$ cat src/rtl/ram_access_ctrl.sv
// ram_access_ctrl
//   Sequences one DATARAM access per request: direct byte, register Rn,
//   indirect @Ri (pointer fetch then data access) or bit-addressed.
//   All outputs come straight from flops. Each output's next value is decided
//   together with the next state, so every output is valid for the whole
//   cycle spent in the state it belongs to.
//
// Handshake: req is sampled only while busy is low (IDLE). When req=1 is
//   seen in IDLE, the request fields are captured on that edge and busy rises
//   on the following cycle. Later changes to req or the request fields have no
//   effect until ack has pulsed for one cycle and busy has dropped again.
//
// Configuration: RAM_ACC_BANK_EN
//   defined   -> the bank input selects the register bank for Rn / @Ri.
//   undefined -> bank is ignored and bank bits read as 2'b00.
//
// Ports
//   clk, rst               clock, synchronous active-high reset
//   req, mode, wr          request, addressing mode, 1 = write
//   operand, wdata, wbit   address/index operand, byte and bit write data
//   bank                   register bank select (PSW RS1:RS0)
//   busy, ack              busy outside IDLE, one-cycle completion pulse
//   rdata, rbit            last completed read data (byte and bit)
//   ram_CS .. ram_bin      DATARAM port drive (CS active-low, RW 1 = read,
//                          Bb 1 = byte)
//   ram_dout, ram_bout     DATARAM read data, valid the cycle after CS-low read
//   dbg_state              current FSM state, for observation only
module ram_access_ctrl (
  input  logic       clk,
  input  logic       rst,
  input  logic       req,
  input  logic [1:0] mode,
  input  logic       wr,
  input  logic [7:0] operand,
  input  logic [7:0] wdata,
  input  logic       wbit,
  input  logic [1:0] bank,
  output logic       busy,
  output logic       ack,
  output logic [7:0] rdata,
  output logic       rbit,
  output logic       ram_CS,
  output logic       ram_RW,
  output logic       ram_Bb,
  output logic [7:0] ram_addr,
  output logic [7:0] ram_position,
  output logic [7:0] ram_din,
  output logic       ram_bin,
  input  logic [7:0] ram_dout,
  input  logic       ram_bout,
  output logic [2:0] dbg_state
);

  typedef enum logic [2:0] {
    IDLE    = 3'd0,
    PTR_RD  = 3'd1,
    PTR_CAP = 3'd2,
    ISSUE   = 3'd3,
    CAPT    = 3'd4,
    DONE    = 3'd5
  } state_t;

  localparam logic [1:0] MODE_DIRECT = 2'b00;
  localparam logic [1:0] MODE_RN     = 2'b01;
  localparam logic [1:0] MODE_RI     = 2'b10;
  localparam logic [1:0] MODE_BIT    = 2'b11;

  state_t state, state_n;

  // Request fields captured at acceptance
  logic [1:0] mode_q;
  logic       wr_q;
  logic [7:0] op_q;
  logic [7:0] wdata_q;
  logic       wbit_q;
  logic [1:0] bank_q;
  logic [7:0] pointer, pointer_n;

  logic       busy_n, ack_n, rbit_n;
  logic [7:0] rdata_n;
  logic       cs_n, rw_n, bb_n, bin_n;
  logic [7:0] addr_n, pos_n, din_n;
  logic [1:0] bank_eff;

`ifdef RAM_ACC_BANK_EN
  assign bank_eff = bank;
`else
  assign bank_eff = 2'b00;
`endif

  assign dbg_state = state;

  // Data-access address for the ISSUE cycle.
  // Bit space: 00-7F maps onto bytes 20-2F, 80-FF onto SFR bytes (x & F8).
  function automatic logic [7:0] issue_addr(input logic [1:0] m,
                                            input logic [7:0] op,
                                            input logic [1:0] bk,
                                            input logic [7:0] ptr);
    logic [7:0] a;
    case (m)
      MODE_DIRECT: a = op;
      MODE_RN:     a = {3'b000, bk, op[2:0]};
      MODE_RI:     a = ptr;
      default:     a = op[7] ? (op & 8'hF8) : (8'h20 + {4'h0, op[6:3]});
    endcase
    return a;
  endfunction

  function automatic logic [7:0] issue_pos(input logic [1:0] m,
                                           input logic [7:0] op);
    return (m == MODE_BIT) ? (8'h01 << op[2:0]) : 8'h00;
  endfunction

  always_comb begin
    state_n   = state;
    pointer_n = pointer;
    ack_n     = 1'b0;
    rdata_n   = rdata;
    rbit_n    = rbit;
    cs_n      = 1'b1;
    rw_n      = ram_RW;
    bb_n      = ram_Bb;
    addr_n    = ram_addr;
    pos_n     = ram_position;
    din_n     = ram_din;
    bin_n     = ram_bin;

    case (state)
      IDLE: begin
        if (req) begin
          if (mode == MODE_RI) begin
            // Fetch the pointer from Ri of the selected bank
            state_n = PTR_RD;
            cs_n    = 1'b0;
            rw_n    = 1'b1;
            bb_n    = 1'b1;
            addr_n  = {3'b000, bank_eff, 2'b00, operand[0]};
            pos_n   = 8'h00;
          end else begin
            state_n = ISSUE;
            cs_n    = 1'b0;
            rw_n    = ~wr;
            bb_n    = (mode != MODE_BIT);
            addr_n  = issue_addr(mode, operand, bank_eff, pointer);
            pos_n   = issue_pos(mode, operand);
            din_n   = wdata;
            bin_n   = wbit;
          end
        end
      end
      PTR_RD: state_n = PTR_CAP;
      PTR_CAP: begin
        // ram_dout carries Ri now; it is both the stored pointer and the
        // address of the data access that follows.
        pointer_n = ram_dout;
        state_n   = ISSUE;
        cs_n      = 1'b0;
        rw_n      = ~wr_q;
        bb_n      = 1'b1;
        addr_n    = ram_dout;
        pos_n     = 8'h00;
        din_n     = wdata_q;
        bin_n     = wbit_q;
      end
      ISSUE: begin
        if (wr_q) begin
          state_n = DONE;
          ack_n   = 1'b1;
        end else begin
          state_n = CAPT;
        end
      end
      CAPT: begin
        rdata_n = ram_dout;
        rbit_n  = ram_bout;
        state_n = DONE;
        ack_n   = 1'b1;
      end
      DONE:    state_n = IDLE;
      default: state_n = IDLE;
    endcase

    busy_n = (state_n != IDLE);
  end

  always_ff @(posedge clk) begin
    if (rst) begin
      state        <= IDLE;
      pointer      <= 8'h00;
      busy         <= 1'b0;
      ack          <= 1'b0;
      rdata        <= 8'h00;
      rbit         <= 1'b0;
      ram_CS       <= 1'b1;
      ram_RW       <= 1'b1;
      ram_Bb       <= 1'b1;
      ram_addr     <= 8'h00;
      ram_position <= 8'h00;
      ram_din      <= 8'h00;
      ram_bin      <= 1'b0;
      mode_q       <= 2'b00;
      wr_q         <= 1'b0;
      op_q         <= 8'h00;
      wdata_q      <= 8'h00;
      wbit_q       <= 1'b0;
      bank_q       <= 2'b00;
    end else begin
      state        <= state_n;
      pointer      <= pointer_n;
      busy         <= busy_n;
      ack          <= ack_n;
      rdata        <= rdata_n;
      rbit         <= rbit_n;
      ram_CS       <= cs_n;
      ram_RW       <= rw_n;
      ram_Bb       <= bb_n;
      ram_addr     <= addr_n;
      ram_position <= pos_n;
      ram_din      <= din_n;
      ram_bin      <= bin_n;
      if (state == IDLE && req) begin
        mode_q  <= mode;
        wr_q    <= wr;
        op_q    <= operand;
        wdata_q <= wdata;
        wbit_q  <= wbit;
        bank_q  <= bank_eff;
      end
    end
  end

  // mode_q, op_q and bank_q are held for observability of the captured
  // request; the data access after the pointer fetch needs only wr/wdata/wbit.
  logic unused_ok;
  assign unused_ok = ^{mode_q, op_q, bank_q};

endmodule

$ cat config.mk
export PLATFORM = sky130hd
export DESIGN_NAME = ram_access_ctrl
export DESIGN_NICKNAME = d
export VERILOG_FILES = /design/src/rtl/ram_access_ctrl.sv
export SDC_FILE = /design/constraint.sdc
export NUM_CORES = 1
export LEC_CHECK = 0
export CORE_UTILIZATION = 48
export CTS_CLUSTER_SIZE = 16
export DETAILED_ROUTE_END_ITERATION = 12
export PLACE_DENSITY = 0.85
export RECOVER_POWER = 50
export SLEW_MARGIN = 20
export SYNTH_ARGS = -nofsm -noshare
export SYNTH_HDL_FRONTEND = slang
export SYNTH_SLANG_ARGS = --single-unit
export TNS_END_PERCENT = 5
$ cat constraint.sdc
create_clock -name clk -period 3.96 [get_ports clk]
set_input_delay 0.792 -clock clk [delete_from_list [all_inputs] [get_ports clk]]
set_output_delay 0.792 -clock clk [all_outputs]
set_load 0.01 [all_outputs]
### After elaboration in Yosys (flattened, before gate mapping)

Index checks and enable logic that the tools add are counted.

| storage, ports and cells | value |
|---|---|
| output and inout bits | 42 |
| bits in writable memories | 0 |
| bits of input ports | 34 |
| memories | 0 |
| ROM bits | 0 |
| bits in latches | 0 |
| register bits | 52 |

| cells by class | value |
|---|---|
| $add $sub $neg | 1 |
| mux-type cells | 29 |
| shift operators | 1 |
| eq/ne operators | 10 |
| bitwise gates (word level) | 2 |
| reductions and logical operators | 7 |
| magnitude comparators | 0 |
| $mul | 0 |
| divide/modulo/power cells | 0 |

Operator list:

| cell | number |
|---|---|
| $mux W8 | 8 |
| $pmux W8 S2 | 4 |
| $pmux W3 S5 | 1 |
| $pmux W1 S2 | 5 |
| $mux W1 | 9 |
| $shl A1 B3 Y8 const A | 1 |
| $add A6 B4 Y7 const A | 1 |
| $eq A3 B2 Y1 const B | 2 |
| $ne A2 B2 Y1 const B | 3 |
| $eq A2 B2 Y1 const B | 2 |
| $eq A3 B1 Y1 const B | 1 |
| $eq A3 B3 Y1 const B | 1 |
| $logic_not A3 Y1 | 1 |
| $mux W3 | 1 |
| $reduce_and A3 Y1 | 1 |
| $reduce_bool A3 Y1 | 1 |
| $eq A2 B1 Y1 const B | 1 |
| $logic_not A2 Y1 | 1 |
| $mux W2 | 1 |
| $not A1 Y1 | 2 |
| $reduce_and A2 Y1 | 1 |
| $reduce_bool A2 Y1 | 1 |
| $logic_and A1 B1 Y1 | 1 |

### Logic depth before layout (Yosys ltp)

| depth | value |
|---|---|
| word-level depth | 6 |
| mapped depth | 6 |
| mapped depth without buffers | 4 |

### Worst setup path after synthesis

No wires, ideal clock.

| timing | value |
|---|---|
| kind | input port to flip-flop |
| start | input port req |
| end | register wdata_q[1] |
| library setup time | 0.134 ns |
| cell stages on the path | 5 |
| setup slack | 2.076 ns |
| data arrival time | 1.750 ns |
| path through | buf_2 > or4b_4 > clkbuf_1 > nand2_1 > a21oi_1 |

| on the way | value |
|---|---|
| longest elaborated chain between the ends | 1 |

RTL lines:

| what | line | source |
|---|---|---|
| start, declared | 31 | `input logic req,` |
| $logic_and A1 B1 Y1 | 221 | `if (state == IDLE && req) begin` |
| end signal, assigned | 225 | `wdata_q <= wdata;` |
| end, declared | 74 | `logic [7:0] wdata_q;` |

No other way between the ends.
A chain may end at the register's enable or synchronous reset.

### Final worst setup path

| timing | value |
|---|---|
| start | register state[1], in the netlist dbg_state[1] |
| end | output port dbg_state[1] |

RTL lines:

| what | line | source |
|---|---|---|
| start, declared | 68 | `state_t state, state_n;` |
| start signal, assigned | 208 | `state <= state_n;` |
| end, declared | 51 | `output logic [2:0] dbg_state` |

No word-level cell between the ends.

==> metrics.yaml <==
cts:
  ctsResizeCount: 0
  clk_latency_ns: 0.30
  clockBufferDepth: 2
  cts_setup_buffers: 0
  h-tree-depth: 2
  cts_tree: "yes"
  root_buffer: "clkbuf_8"
  numCtsBuffers: 5
  clk_pin_slew_worst_paths_ns: 0.09
  cts.sinks: 52
  cts_hold_buf: 0
pwr:
  switching_share_pct: 27.8
  p_leak_nw: 1.15
  pwr-share-comb_pct: 22.1
  seq_power_share_pct: 48.9
  p_clk_share_pct: 29.1
  irDropWorstVdd_uv: 327
  powerDensity_nw_per_um2: 404
  p_switching_uw: 341
  cellInternalPower_uw: 883
placed_design:
  io_buffer_count: 73
  gp_congestion: 0.778
  dp_slack_ns: 1.20
  hpwl_um: 3730
setup_path:
  r2r_cells: 4
  critical-path-top-delay-family: "flip-flops"
  startpoint_type: "register"
  r2r-start: "dbg_state[2]$_SDFF_PP0_"
  worstPathCellList: "clkdlybuf4s50_1"
  r2r_slack_ns: 1.78
  r2r_end: "ram_addr[7]$_SDFFE_PP0P_"
  crit_buf_inv: 1
  path_class: "register to output port"
  max_stage_delay_ns: 1.03
  worstPathMaxFanout: 25
  endpoint_kind: "output port"
  endpoint: "dbg_state[1]"
  cp_data_required_time_ns: 3.17
  crit_start: "dbg_state[1]$_SDFF_PP0_"
  worstPathArrival_ns: 2.05
  cp_slowest_cell: "dfxtp_1"
  path_depth: 1
global_routing:
  grt_pass1_vias: 1881
  grt_pass1_wl_um: 8910
  antenna_found_initial: 0
  grt_max_degree: 52
  overflow: 0
  grt.total_usage_pct: 22.5
synth:
  synth_cells: 258
  yosysSeqAreaShare_pct: 47.0
  ys_seq_elements: 52
  synth_cell_types: 38
  syn_area_um2: 2210
  ys_warn_count: 0
  synthesis.nets: 292
  postSynthAreaPerCell_um2: 8.58
route:
  detail_route.wl_per_cell_um: 14.4
  wl_um: 5380
  dr.first_iter.drc_count: 140
  vias: 2105
  drcViolationCount: 0
  drt_first_pass_iters: 4
  ant_nets: 0
  via_per_inst: 5.64
sta:
  rsz0062_at_grt: "no"
  worst_slack_ns: 1.12
  hold_viol_final: 0
  worst_pin_slew_ns: 1.06
  finClkSkew_ns: 0.00714
  setup_viol: 0
  min_period_over_period_pct: 71.7
  finalMaxSlewViolations: 0
  maxSlewHeadroom_pct: 29.3
  max_freq_ghz: 0.352
  setup_tns_ns: 0
  period_needed_ns: 2.84
floorplanning:
  die_h_um: 69.9
  start_util_pct: 50.5
  fp-row-count: 24
  die-area_um2: 4890
  core_region_area_um2: 4380
  pin_count: 76
  die-width_um: 69.9
cells_and_area:
  diodes: 0
  area_growth_pct: 36.7
  final_layout_size_suffix_gt1_share_pct: 6.54
  nNetsFinal: 354
min_path:
  hp-class: "register to register"
flow_run:
  drv_cap: 0
outcome:
  status: "complete, no violations"
-- cell usage in the layout, fill, tap and decap left out, types with 2 or more instances in the layout --
master           synthesis  final
nand2b_1                 3      3
nor3b_1                  3      3
and2_1                   4      4
clkbuf_8                 0      5
o21ai_0                  4      4
nor3_1                   3      3
dfxtp_1                 52     52
nand3_1                  9      9
nand4_1                  2      2
nor2b_1                  6      6
nor2_1                   6      6
dlygate4sd3_1            0     39
clkdlybuf4s50_1          0     33
nor4_1                   2      2
a2111oi_0                2      2
a21boi_0                 2      2
a21oi_1                 47     47
a211oi_2                 6      6
mux2i_1                 11     11
nand2_1                 52     52
a211oi_1                 3      3
a22oi_1                  6      6
buf_4                    1      2
-- power groups by stage --
stage / clock network (mW) / registers (mW) / logic [mW]
detailed placement: 0 / 0.611 / 0.279
global placement: 0 / 0.609 / 0.273
global route: 0.382 / 0.605 / 0.293
finish: 0.355 / 0.598 / 0.270
floorplan: 0 / 0.611 / 0.155
CTS: 0.361 / 0.599 / 0.281
-- Yosys cell counts --
cell       number  area (µm²)
a2111oi_0       2        17.5
a211oi_1        3        22.5
a211oi_2        6        75.1
a21boi_0        2        15.0
a21o_1          1        7.51
a21oi_1        47         235
a21oi_2         1        8.76
a222oi_1        1        10.0
a22oi_1         6        45.0
a32o_1          1        10.0
and2_1          4        25.0
and3_1          1        6.26
buf_1           1        3.75
buf_2           8        40.0
buf_4           1        7.51
buf_6           2        22.5
clkbuf_1        8        30.0
dfxtp_1        52        1040
inv_1           1        3.75
mux2i_1        11         110
nand2_1        52         195
nand2b_1        3        18.8
nand3_1         9        45.0
nand3b_1        1        7.51
nand4_1         2        12.5
nand4b_1        1        8.76
nor2_1          6        22.5
nor2b_1         6        37.5
nor3_1          3        15.0
nor3b_1         3        22.5
nor4_1          2        12.5
nor4b_2         1        15.0
o21a_1          1        7.51
o21ai_0         4        20.0
o21ai_1         2        10.0
or2_2           1        6.26
or2b_1          1        7.51
or4b_4          1        13.8
-- flip-flops by register name (all words and copies together) (netlist names) --
register and cells:
ram_RW 1, busy 1, ram_din 8, ram_bin 1, ram_position 8, ram_CS 1
ram_addr 8, wr_q 1, wdata_q 8, wbit_q 1, rdata 8, ack 1
rbit 1, dbg_state 3, ram_Bb 1
-- stage by stage --
stage | instances | util [%] | area [µm²] | power [mW] | hold WS, ns
3_5_place_dp | 365 | 66.5 | 2920 | 0.890 | 0.447
4_1_cts | 373 | 69.0 | 3020 | 1.24 | 0.459
2_1_floorplan | 258 | - | 2210 | 0.766 | 0.436
6_report | 373 | 69.1 | 3030 | 1.22 | 0.454
3_3_place_gp | 365 | 66.5 | 2920 | 0.882 | 0.441
5_1_grt | 373 | 69.1 | 3030 | 1.28 | 0.480
-- logic make-up (layout without fill, tap and decap cells) --
| logic type | count (synthesis) | in the layout | synth area share [%] |
|---|---|---|---|
| simple gates | 97 | 97 | 21.3 |
| compound gates | 77 | 77 | 21.9 |
| flops | 52 | 52 | 47.0 |
| buf+inv | 21 | 84 | 4.86 |
| mux | 11 | 11 | 4.97 |
-- how the worst min path moves through the flow --
stage,depth (start not counted),to,from,slack (ns)
3_5_place_dp,2,rbit$_SDFFE_PP0P_,rbit$_SDFFE_PP0P_,0.45
6_report,2,rbit$_SDFFE_PP0P_,rbit$_SDFFE_PP0P_,0.45
5_1_grt,2,wdata_q[7]$_SDFFE_PP0P_,wdata_q[7]$_SDFFE_PP0P_,0.48
3_3_place_gp,2,ram_position[5]$_SDFFE_PP0P_,ram_position[5]$_SDFFE_PP0P_,0.44
4_1_cts,2,rbit$_SDFFE_PP0P_,rbit$_SDFFE_PP0P_,0.46
2_1_floorplan,2,wbit_q$_SDFFE_PP0P_,wbit_q$_SDFFE_PP0P_,0.44
-- worst reg2reg max path, cell delays in order (launching register included) --
cell	delay, ns
dfxtp_1	0.45
nor2_1	0.68
o21ai_2	0.41
a222oi_1	0.44
nor2_1	0.06
-- final cells by class --
type	instances	area (µm²)
fill	356	1360
multi-input combinational	185	1070
sequential	52	1040
timing repair buffer	75	741
clock buffer	6	72.6
tap	52	65.1
clock inverter	2	35.0
inverter	1	3.75
-- metal layers --
| layer | routed length, µm | part of all wire (%) | vias to the layer above | global-route usage, % |
|---|---|---|---|---|
| li1 | - | - | 1033 | - |
| met4 | 80 | 1.5 | 0 | 7.33 |
| met5 | 0 | 0 | - | 0 |
| met3 | 290 | 5.4 | 8 | 5.05 |
| met1 | 2300 | 43 | 984 | 27.7 |
| met2 | 2710 | 50 | 80 | 38.9 |
Power figures use the tool's default switching activity.
